File: src/rtl/sqrt_chk_pkg.sv
// Shared types and constants for the square-root residual checker:
// FSM state encoding and the fixed 16-bit radicand / 8-bit root widths.
package sqrt_chk_pkg;

   typedef enum logic [1:0] {
      IDLE = 2'd0,
      MUL  = 2'd1,
      CHK  = 2'd2,
      DONE = 2'd3
   } state_t;

   localparam int RAD_W  = 16;
   localparam int ROOT_W = 8;
   localparam int RES_W  = 17;
   localparam logic [2:0] ITER_LAST = 3'd7;

endpackage

File: src/rtl/sqrt_chk_shift_add.sv
// Shift-add squarer datapath: one multiplier bit per step, LSB first.
// The multiplicand and the multiplier are both loaded from the root on start.
module sqrt_chk_shift_add
   import sqrt_chk_pkg::*;
(
   input  logic              clk,
   input  logic              rst,
   input  logic              start,
   input  logic              step,
   input  logic [ROOT_W-1:0] multiplier,
   output logic [RAD_W-1:0]  acc,
   output logic              last
);

   logic [RAD_W-1:0]  mcand;
   logic [ROOT_W-1:0] mbits;
   logic [2:0]        count;

   always_ff @(posedge clk or posedge rst) begin
      if (rst) begin
         acc   <= '0;
         mcand <= '0;
         mbits <= '0;
         count <= '0;
      end else if (start) begin
         acc   <= '0;
         mcand <= {{(RAD_W-ROOT_W){1'b0}}, multiplier};
         mbits <= multiplier;
         count <= '0;
      end else if (step) begin
         // 255^2 fits in 16 bits, so the sum never carries out.
         if (mbits[0])
            acc <= acc + mcand;
         mcand <= mcand << 1;
         mbits <= mbits >> 1;
         count <= count + 3'd1;
      end
   end

   assign last = (count == ITER_LAST);

endmodule

File: config.mk
export PLATFORM = sky130hd
export DESIGN_NAME = sqrt_chk_shift_add
export DESIGN_NICKNAME = d
export VERILOG_FILES = /design/src/rtl/sqrt_chk_pkg.sv /design/src/rtl/sqrt_chk_shift_add.sv
export SDC_FILE = /design/constraint.sdc
export NUM_CORES = 1
export LEC_CHECK = 0
export CAP_MARGIN = 20
export CORE_UTILIZATION = 45
export CTS_CLUSTER_DIAMETER = 30
export DETAILED_ROUTE_END_ITERATION = 16
export HOLD_SLACK_MARGIN = 0.03
export PLACE_DENSITY = 0.68
export SYNTH_ARGS = -nofsm -noshare
export SYNTH_HDL_FRONTEND = slang
export SYNTH_SLANG_ARGS = --single-unit
export TNS_END_PERCENT = 1
File: constraint.sdc
create_clock -name clk -period 2.08 [get_ports clk]
set_clock_uncertainty 0.15 [all_clocks]
set_input_delay 0.624 -clock clk [delete_from_list [all_inputs] [get_ports clk]]
set_output_delay 0.624 -clock clk [all_outputs]
set_load 0.005 [all_outputs]
==> impl_metrics.tcl <==
set metrics [dict create \
    tritoncts "built" \
    die_h_um 79.2 \
    number_of_buffers_on_the_longest_clock_path 2 \
    worstSetupPathType "reg -> reg" \
    die_outline_area_mm2 0.00627 \
    place.gp.congestion 0.872 \
    synth-seq-cells 43 \
    final-seq-area_mm2 0.00108 \
    slew_headroom 0.719 \
    multi_input_comb_area_mm2 0.00152 \
    layout.filler_cells 494 \
    run_status "finished with violations" \
    post-synth-top-count-cell "sky130_fd_sc_hd__dfrtp_1" \
    first_pass_grt_wire_length_um 10800 \
    post_cts_hold_buffer_count 0 \
    route.detailed.drc 0 \
    worstSkewPairLatency_ns 0.30 \
    power.sequential.fraction 0.423 \
    vdd.ir_drop.worst_v 0.000426 \
    dominantRegCellSynth "sky130_fd_sc_hd__dfrtp_1" \
    portBuffers 28 \
    num_io_pins 29 \
    synth_largest_type_area_fraction 0.401 \
    layout_worst_path_cycle_share 1.04 \
    p_int_uw 1570 \
    finalSetupViolations 3 \
    cts_sinks 43 \
    pwr-share-clk 0.318 \
    ratio_of_total_power_to_cell_area_mw_per_mm2 631 \
    initial_core_util 0.478 \
    final_hold_viol_count 0 \
    htreeDepth 2 \
    dr.first_iter.drc_count 216 \
    hold_wc_path_type "reg -> reg" \
    period_minus_slack_ns 2.16 \
    combinationalPowerShare 0.258 \
    fmax_mhz 464 \
    violated_checks "negative setup slack" \
    detailed_placement_hpwl_um 4850 \
    clock-root-buffer "sky130_fd_sc_hd__clkbuf_8" \
    fp-row-count 27 \
    inserted_clock_buffers 5 \
    switching_share 0.290 \
    worst_slack_ns -0.0755 \
    end_kind "register" \
    cp_data_required_time_ns 2.12 \
    drt-vias-per-instance 5.70 \
    critPathMaxFanout 3 \
    wire_length_on_met3_um 294 \
    timing.critical_path.from_type "register" \
    routed_wire_length_per_instance_um 15.3 \
    post_synth_num_cell_types 47 \
    synth.top_cells.by_area "sky130_fd_sc_hd__dfrtp_1 40%, sky130_fd_sc_hd__mux2i_1 9.3%, sky130_fd_sc_hd__ha_1 7.9%" \
    grt_remaining_overflow 0 \
    via_count_of_the_first_global_routing_pass 2298 \
    netlist_top_cells_count "43 x sky130_fd_sc_hd__dfrtp_1, 31 x sky130_fd_sc_hd__a21oi_1, 30 x sky130_fd_sc_hd__nor2_1, 25 x sky130_fd_sc_hd__mux2i_1, 17 x sky130_fd_sc_hd__ha_1" \
    syn_area_mm2 0.00268 \
    dp_cells 411 \
    max_cap_viol_count 0 \
    p_sw_uw 640 \
    antenna_found_initial 0 \
    synth.avg_cell_area_um2 9.27 \
    clkSlewWorstSetupHoldPaths_ns 0.09 \
    wl_met2_um 3060 \
    finish.instance_area_mm2 0.00350 \
    grt_use_total 0.225 \
    fin_total_pwr_uw 2210 \
    antenna_cells 0 \
    synth_async_sr_flop_share 1.00 \
    width_of_the_die_um 79.2 \
    core_mm2 0.00561 \
    top_layer "met4" \
    post_route_cells_drive_above_1_share 0.186 \
    synth_seq_area_share 0.401 \
    count_of_yosys_warnings_during_synthesis 0 \
    worst_pin_slew_ns 0.422 \
    route.final.wire_length_um 6430 \
    synth_nets 319 \
    area_growth_pct 30.7 \
    number_of_enable_type_register_cells_in_the_synthesized_netlist 0 \
    synth_top_cell_by_area "sky130_fd_sc_hd__dfrtp_1" \
    largest_net_degree_at_the_start_of_global_routing 44 \
    postRouteAntennaNets 0 \
    arrival_ns 2.20 \
    drtPass1Iterations 4 \
    post_dp_cell_area_mm2 0.00333 \
    static-leakage-power_uw 0.00165 \
    grt_setup_unrepaired "true" \
    finalMaxSlewViolations 0 \
    route.layer.met1.wl_um 2990 \
    routed-via-count 2400 \
    final-instance-count-excl-fill 421 \
    layout.nets 378 \
    netlist_instances 289 \
]
-- layout by cell type (no fill, tap or decap), types with 2 or more instances in the layout --
master,instances
sky130_fd_sc_hd__a211oi_1,3
sky130_fd_sc_hd__a211oi_2,3
sky130_fd_sc_hd__a21o_1,2
sky130_fd_sc_hd__a21oi_1,30
sky130_fd_sc_hd__a32oi_1,3
sky130_fd_sc_hd__and3_1,2
sky130_fd_sc_hd__buf_12,4
sky130_fd_sc_hd__buf_4,40
sky130_fd_sc_hd__clkbuf_8,6
sky130_fd_sc_hd__clkdlybuf4s50_1,24
sky130_fd_sc_hd__dfrtp_1,43
sky130_fd_sc_hd__dlymetal6s2s_1,3
sky130_fd_sc_hd__ha_1,15
sky130_fd_sc_hd__ha_2,2
sky130_fd_sc_hd__inv_1,5
sky130_fd_sc_hd__mux2_1,2
sky130_fd_sc_hd__mux2i_1,25
sky130_fd_sc_hd__nand2_1,16
sky130_fd_sc_hd__nand3_1,11
sky130_fd_sc_hd__nand4_1,3
sky130_fd_sc_hd__nor2_1,30
sky130_fd_sc_hd__nor2b_1,2
sky130_fd_sc_hd__nor3_1,8
sky130_fd_sc_hd__nor4_1,4
sky130_fd_sc_hd__o21a_1,5
sky130_fd_sc_hd__o21ai_0,16
sky130_fd_sc_hd__o21ai_1,4
sky130_fd_sc_hd__o311ai_1,2
sky130_fd_sc_hd__o31a_1,2
sky130_fd_sc_hd__o31ai_2,2
sky130_fd_sc_hd__or3_1,3
sky130_fd_sc_hd__xnor2_1,3
sky130_fd_sc_hd__xor2_1,3
-- power by group through the flow --
stage / clock [µW] / sequential [µW] / combinational (µW)
2_1_floorplan: 0 / 941 / 316
3_3_place_gp: 0 / 949 / 539
3_5_place_dp: 0 / 952 / 553
4_1_cts: 722 / 936 / 564
5_1_grt: 760 / 943 / 629
6_report: 704 / 936 / 570
-- sequential cells by signal, summed over array words and instances (netlist names) --
signal,count
acc,16
mbits,8
mcand,16
count,3
-- layer usage --
layer	vias up	GRT usage
met5	-	0
met3	9	0.0414
met4	0	0.0691
met1	1149	0.302
met2	64	0.365
li1	1178	-
-- area by class of cell --
type / count / area share
flip-flops and latches: 43 / 0.307
multi-input cells: 219 / 0.434
clock buffers: 6 / 0.0236
repair buffers: 72 / 0.191
inverters: 7 / 0.00750
well taps: 72 / 0.0257
clock inverters: 2 / 0.0111
-- worst max-delay path, cell delays in order, from the launching register on --
cell and delay [ns]:
sky130_fd_sc_hd__dfrtp_1 0.36, sky130_fd_sc_hd__ha_2 0.20, sky130_fd_sc_hd__inv_2 0.04, sky130_fd_sc_hd__fa_2 0.36, sky130_fd_sc_hd__nor2b_4 0.13, sky130_fd_sc_hd__o31a_1 0.19, sky130_fd_sc_hd__o31ai_2 0.07, sky130_fd_sc_hd__o21ai_1 0.20
sky130_fd_sc_hd__mux2_1 0.34
-- kinds of logic after synthesis --
logic type / Yosys count / synth area share
compound gates: 83 / 0.198
xor+xnor: 6 / 0.0196
fa+ha+maj: 18 / 0.0868
buf+inv: 27 / 0.0439
flops: 43 / 0.401
mux: 27 / 0.102
simple gates: 85 / 0.148
-- timing repair --
action	4_1_cts	5_1_grt
setup endpoints to repair	7	15
endpoints found under the hold margin	0	0
setup buffers	1	1
pin swaps	5	2
gates resized for setup	6	7
-- through the flow --
| step | hold slack (ns) | util | setup TNS (ns) | setup slack (ns) |
|---|---|---|---|---|
| 2_1_floorplan | 0.340 | - | -0.00694 | -0.00694 |
| 3_3_place_gp | 0.360 | 0.594 | -1.36 | -0.0981 |
| 3_5_place_dp | 0.386 | 0.594 | -2.18 | -0.111 |
| 4_1_cts | 0.402 | 0.619 | -0.106 | -0.0752 |
| 5_1_grt | 0.440 | 0.624 | -0.948 | -0.150 |
| 6_report | 0.389 | 0.624 | -0.118 | -0.0755 |
-- path summary, 6_finish.rpt --
path	startpoint	cells after the start	slack, ns	endpoint
hold / removal	count[2]$_DFFE_PP0P_	2	0.39	count[2]$_DFFE_PP0P_
min in group asynchronous	rst	3	0.50	mcand[14]$_DFFE_PP0P_
hold reg to reg	count[2]$_DFFE_PP0P_	2	0.39	count[2]$_DFFE_PP0P_
max in group asynchronous	rst	3	1.07	count[1]$_DFFE_PP0P_
setup / recovery	mcand[0]$_DFFE_PP0P_	8	-0.08	acc[12]$_DFFE_PP0P_
setup reg to reg	mcand[0]$_DFFE_PP0P_	8	-0.08	acc[12]$_DFFE_PP0P_
Power figures use the tool's default switching activity.
